$ cat src/rtl/apb_master.sv
`default_nettype none
// ============================================================================
// Module      : apb_master
// Description : Single-outstanding APB requester. Accepts one command at a
//               time, runs the SETUP/ACCESS handshake, supports completer
//               wait states, an optional ACCESS timeout, and reports one
//               completion pulse per transfer.
// Revision    : 1.0 - initial release
// ============================================================================
module apb_master #(
    parameter int DATA_WIDTH     = 32,
    parameter int ADDR_WIDTH     = 32,
    parameter int TIMEOUT_CYCLES = 16
) (
    input  logic                  pclk,
    input  logic                  presetn,
    // command side
    input  logic                  cmd_valid,
    output logic                  cmd_ready,
    input  logic                  cmd_write,
    input  logic [ADDR_WIDTH-1:0] cmd_addr,
    input  logic [DATA_WIDTH-1:0] cmd_wdata,
    // APB side
    output logic                  psel,
    output logic                  penable,
    output logic                  pwrite,
    output logic [ADDR_WIDTH-1:0] paddr,
    output logic [DATA_WIDTH-1:0] pwdata,
    input  logic [DATA_WIDTH-1:0] prdata,
    input  logic                  pready,
    input  logic                  pslverr,
    // completion report
    output logic                  rsp_valid,
    output logic [DATA_WIDTH-1:0] rsp_rdata,
    output logic                  rsp_err,
    output logic                  rsp_timeout
);

    typedef enum logic [1:0] {
        IDLE   = 2'd0,
        SETUP  = 2'd1,
        ACCESS = 2'd2
    } state_t;

    // Wait counter only ever needs to reach TIMEOUT_CYCLES-1; with the
    // timeout disabled it simply wraps and is never compared.
    localparam int                 c_CNT_W      = (TIMEOUT_CYCLES > 1) ? $clog2(TIMEOUT_CYCLES) : 1;
    localparam logic [c_CNT_W-1:0] c_WAIT_LAST  = c_CNT_W'((TIMEOUT_CYCLES > 0) ? TIMEOUT_CYCLES - 1 : 0);
    localparam bit                 c_TIMEOUT_EN = (TIMEOUT_CYCLES > 0);

    state_t                  r_state;
    state_t                  w_state_nxt;
    logic [c_CNT_W-1:0]      r_wait_cnt;
    logic                    w_accept;
    logic                    w_done;
    logic                    w_timeout;
    logic                    w_cnt_inc;
    logic                    w_psel;
    logic                    w_penable;
    logic                    w_cmd_ready;

    logic                    r_pwrite;
    logic [ADDR_WIDTH-1:0]   r_paddr;
    logic [DATA_WIDTH-1:0]   r_pwdata;
    logic                    r_rsp_valid;
    logic [DATA_WIDTH-1:0]   r_rsp_rdata;
    logic                    r_rsp_err;
    logic                    r_rsp_timeout;

    // Ready only in IDLE and never while reset is asserted.
    assign w_cmd_ready = (r_state == IDLE) && presetn;

    // State register; reset forces IDLE, silently dropping any transfer.
    always_ff @(posedge pclk) begin
        if (!presetn) begin
            r_state <= IDLE;
        end else begin
            r_state <= w_state_nxt;
        end
    end

    // Next-state and APB phase decode; pready wins over a same-cycle timeout.
    always_comb begin
        w_state_nxt = r_state;
        w_accept    = 1'b0;
        w_done      = 1'b0;
        w_timeout   = 1'b0;
        w_cnt_inc   = 1'b0;
        w_psel      = 1'b0;
        w_penable   = 1'b0;
        case (r_state)
            IDLE: begin
                if (cmd_valid && w_cmd_ready) begin
                    w_accept    = 1'b1;
                    w_state_nxt = SETUP;
                end
            end
            SETUP: begin
                w_psel      = 1'b1;
                w_state_nxt = ACCESS;
            end
            ACCESS: begin
                w_psel    = 1'b1;
                w_penable = 1'b1;
                if (pready) begin
                    w_done      = 1'b1;
                    w_state_nxt = IDLE;
                end else if (c_TIMEOUT_EN && (r_wait_cnt == c_WAIT_LAST)) begin
                    w_timeout   = 1'b1;
                    w_state_nxt = IDLE;
                end else begin
                    w_cnt_inc   = 1'b1;
                end
            end
            default: begin
                w_state_nxt = IDLE;
            end
        endcase
    end

    // Command latch, wait counter and completion report registers.
    always_ff @(posedge pclk) begin
        if (!presetn) begin
            r_wait_cnt    <= '0;
            r_pwrite      <= 1'b0;
            r_paddr       <= '0;
            r_pwdata      <= '0;
            r_rsp_valid   <= 1'b0;
            r_rsp_rdata   <= '0;
            r_rsp_err     <= 1'b0;
            r_rsp_timeout <= 1'b0;
        end else begin
            r_rsp_valid <= w_done || w_timeout;
            if (w_accept) begin
                r_pwrite   <= cmd_write;
                r_paddr    <= cmd_addr;
                r_pwdata   <= cmd_write ? cmd_wdata : '0;
                r_wait_cnt <= '0;
            end else if (w_cnt_inc) begin
                r_wait_cnt <= r_wait_cnt + 1'b1;
            end
            if (w_done) begin
                r_rsp_rdata   <= r_pwrite ? '0 : prdata;
                r_rsp_err     <= pslverr;
                r_rsp_timeout <= 1'b0;
            end else if (w_timeout) begin
                r_rsp_rdata   <= '0;
                r_rsp_err     <= 1'b1;
                r_rsp_timeout <= 1'b1;
            end
        end
    end

    assign cmd_ready   = w_cmd_ready;
    assign psel        = w_psel;
    assign penable     = w_penable;
    assign pwrite      = r_pwrite;
    assign paddr       = r_paddr;
    assign pwdata      = r_pwdata;
    assign rsp_valid   = r_rsp_valid;
    assign rsp_rdata   = r_rsp_rdata;
    assign rsp_err     = r_rsp_err;
    assign rsp_timeout = r_rsp_timeout;

endmodule
`default_nettype wire

$ cat config.mk
export PLATFORM = sky130hd
export DESIGN_NAME = apb_master
export DESIGN_NICKNAME = d
export VERILOG_FILES = /design/src/rtl/apb_master.sv
export SDC_FILE = /design/constraint.sdc
export NUM_CORES = 1
export LEC_CHECK = 0
export ABC_AREA = 1
export BUFFER_PORTS_ARGS = -buffer_cell sky130_fd_sc_hd__buf_2
export CORE_UTILIZATION = 40
export DETAILED_ROUTE_END_ITERATION = 10
export GPL_TIMING_DRIVEN = 0
export PLACE_DENSITY_LB_ADDON = 0.25
export SLEW_MARGIN = 40
export SYNTH_ARGS = -nofsm -noshare
export SYNTH_HDL_FRONTEND = slang
export SYNTH_SLANG_ARGS = --single-unit
$ cat constraint.sdc
create_clock -name pclk -period 1.4 [get_ports pclk]
set_input_delay 0 -clock pclk [delete_from_list [all_inputs] [get_ports pclk]]
set_output_delay 0 -clock pclk [all_outputs]
set_load 0.02 [all_outputs]
==> results.py <==
metrics = {
    "pwr": {
        "power.leakage_nw": 3.36,
        "p_sw_share_pct": 35.6,
        "total_power_mw": 8.18,
        "pwr-share-seq_pct": 44.9,
        "power.switching_mw": 2.91,
        "power.internal_mw": 5.27,
        "power_frac_clock_pct": 21.2,
        "ir_drop_uv": 862,
        "p_comb_share_pct": 33.9,
        "cellPowerDensity_nw_per_um2": 1260,
    },
    "synth": {
        "ys_ff_latch": 106,
        "synth.avg_cell_area_um2": 7.75,
        "syn-num-nets": 590,
        "yosysSeqAreaShare_pct": 56.7,
        "yosys_warnings": 0,
        "synth_area_um2": 3740,
        "ys_types": 17,
        "syn_inst": 483,
    },
    "routing": {
        "wire_per_inst_um": 13.7,
        "avgViaCountPerCell": 4.70,
        "vias": 4362,
        "drc": 0,
        "met3WireLength_um": 921,
        "final_antenna_net_count": 0,
        "wl_mm": 12.7,
        "topRoutingLayerUsed": "met4",
        "detail_route.first_pass.iterations": 4,
        "route.met2.wl_mm": 6.48,
        "met1_length_mm": 4.99,
        "drt_iter0_markers": 117,
    },
    "finish": {
        "diodes": 0,
        "ff_latch_area_um2": 2130,
        "final_cell_mix": "nand2_1 (232), buf_2 (206), dfxtp_1 (104)",
        "multi_input_area_um2": 1610,
        "layout-drive-gt1-share_pct": 35.9,
        "layout_commonest_cell": "nand2_1",
        "instances_no_fill": 928,
        "syn2layout_area_growth_pct": 74.1,
        "fillers": 624,
        "nets": 922,
    },
    "die": {
        "core_um2": 8890,
        "dieWidth_um": 98.7,
        "rows": 34,
        "die_area_um2": 9740,
        "die_h_um": 98.7,
        "ios": 205,
        "start_util_pct": 42.1,
    },
    "cts": {
        "cts_tree": "built",
        "cts_buffer_depth": 2,
        "clk_pin_slew_worst_paths_ns": 0.10,
        "cts.sinks": 106,
        "clk_latency_ns": 0.37,
        "htreeDepth": 3,
        "clock-root-buffer": "clkbuf_8",
        "cts_buffers": 9,
    },
    "global_routing": {
        "grt_pass1_wl_mm": 19.2,
        "gr-usage-all-layers_pct": 24.8,
        "antenna_found_initial": 0,
        "grt_overflow": 0,
        "grt_pass1_vias": 4163,
        "grt_max_degree": 19,
    },
    "run": {
        "drv_cap": 0,
    },
    "worst_setup_path": {
        "r2r-end": "rsp_rdata[11]",
        "critPathLaunch": "r_state[0]",
        "cp_max_fo": 5,
        "endpoint": "rsp_rdata[11]",
        "cpPeakStageDelay_ns": 0.37,
        "startpoint_type": "register",
        "cp_cell_sequence": "inv_4 -> ha_4 -> inv_2 -> nor2_4 -> nand2_2 -> buf_6 -> nand3_1 -> a21oi_1",
        "r2r-start": "r_state[0]",
        "rrSetupSlack_ns": -0.002,
        "crit_slowest_cell": "dfxtp_4",
        "path_class": "reg -> reg",
        "cp-end-kind": "register",
        "required_ns": 1.64,
        "crit_arrival_ns": 1.64,
        "rr_worst_depth": 8,
    },
    "timing": {
        "period_needed_ns": 1.40,
        "finalSetupViolCount": 1,
        "fin_ws_ns": -0.00200,
        "skew_ns": 0.00867,
        "period_share_pct": 100,
        "relSlewSlack_pct": 64.7,
        "finalHoldViolations": 0,
        "tightest_slew_ns": 0.530,
        "rsz0062_at_grt": "yes",
        "fmax_ghz": 0.713,
        "slew_viol_final": 0,
    },
    "hold_path": {
        "min_path_type": "in -> reg",
        "worstHoldStart": "pready",
    },
    "status": {
        "outcome": "finished with violations",
        "violations": "negative setup slack",
    },
    "placed_design": {
        "gp_congestion": 0.782,
        "hpwl_mm": 7.36,
        "port_buffers": 204,
        "dp_cells": 795,
    },
}
## cells by family (layout without fill, tap and decap cells)
logic type,after synthesis,count (layout),share of synthesized area (%)
and+or+nand+nor,292,293,31.2
DFF,106,106,56.7
AOI/OAI and AO/OA,42,42,5.62
buffers and inverters,38,374,4.78
adders and majority gates,5,5,1.67
## power by group through the flow
stage / registers [mW] / logic, mW / clock network (mW)
floorplan: 4.12 / 0.922 / 0
global placement: 3.67 / 2.08 / 0
detailed placement: 3.68 / 2.12 / 0
CTS: 3.64 / 2.53 / 1.78
global route: 3.71 / 3.00 / 1.90
finish: 3.67 / 2.77 / 1.74
## metrics by stage
step                      utilization, %  instance area (µm²)  TNS (ns)  worst slack [ns]  hold slack (ns)
after detailed placement            55.3                 4920    -20.04            -0.298            0.196
after global routing                73.3                 6520     -1.65           -0.0745           0.0724
final                               73.3                 6520  -0.00200          -0.00200           0.0595
after CTS                           70.2                 6240   -0.0880           -0.0236           0.0261
after floorplan                        -                 3760         0            0.0223            0.110
after global placement              55.3                 4920    -16.58            -0.262            0.193
## cells in the mapped netlist
cell,n,share of area [%]
a21oi_1,38,5.1
buf_2,17,2.3
buf_6,2,0.60
clkbuf_1,6,0.60
dfxtp_1,106,57
ha_1,5,1.7
inv_1,12,1.2
inv_2,1,0.10
nand2_1,237,24
nand3_1,35,4.7
nand3b_1,2,0.40
nand4_1,2,0.33
nor2_1,12,1.2
nor2_2,3,0.50
nor2_4,1,0.30
o21ai_0,3,0.40
o21ai_1,1,0.13
## area by class of cell
class / count / share of cell area, %
Buffer: 25 / 3.50
Clock buffer: 9 / 1.90
Clock inverter: 7 / 0.807
Inverter: 13 / 0.826
Multi-Input combinational cell: 340 / 24.6
Sequential cell: 106 / 32.7
Tap cell: 108 / 2.07
Timing Repair Buffer: 320 / 33.6
## flip-flops by register name, summed over array words and instances (netlist names)
name / count
rsp_timeout: 1
rsp_err: 1
pwdata: 32
pwrite: 1
rsp_rdata: 32
r_state: 2
paddr: 32
r_wait_cnt: 4
rsp_valid: 1
## timing repair
item / CTS / global route
setup endpoints to repair: 104 / 91
setup buffers: 8 / 5
gates cloned: 1 / 3
hold buffers: 99 / 1
pin swaps: 3 / 9
gates resized for setup: 25 / 60
endpoints found under the hold margin: 101 / 1
## worst min path at each step
stage	cells past startpoint	slack, ns	endpoint
global route	5	0.07	r_wait_cnt[3]
finish	4	0.06	rsp_rdata[2]
detailed placement	3	0.20	paddr[6]
CTS	5	0.03	r_wait_cnt[3]
floorplan	2	0.11	paddr[0]
global placement	3	0.19	pwdata[2]
## routing by layer
layer  vias to the layer above  GRT usage [%]
met5                         -              0
met4                         0           9.64
met3                        28           7.23
met2                       194           45.9
met1                      1965           26.7
li1                       2175              -
## critical path: cells and delay by family, from the launching register on
| family | cells | cell delay, ns |
|---|---|---|
| AO/OA/AOI/OAI | 1 | 0.07 |
| AND/OR/NAND/NOR | 3 | 0.40 |
| flip-flops | 1 | 0.37 |
| adder cells (fa/ha/maj) | 1 | 0.15 |
| buffers and inverters | 3 | 0.27 |
Note: power is estimated with default switching activity, not from simulation.
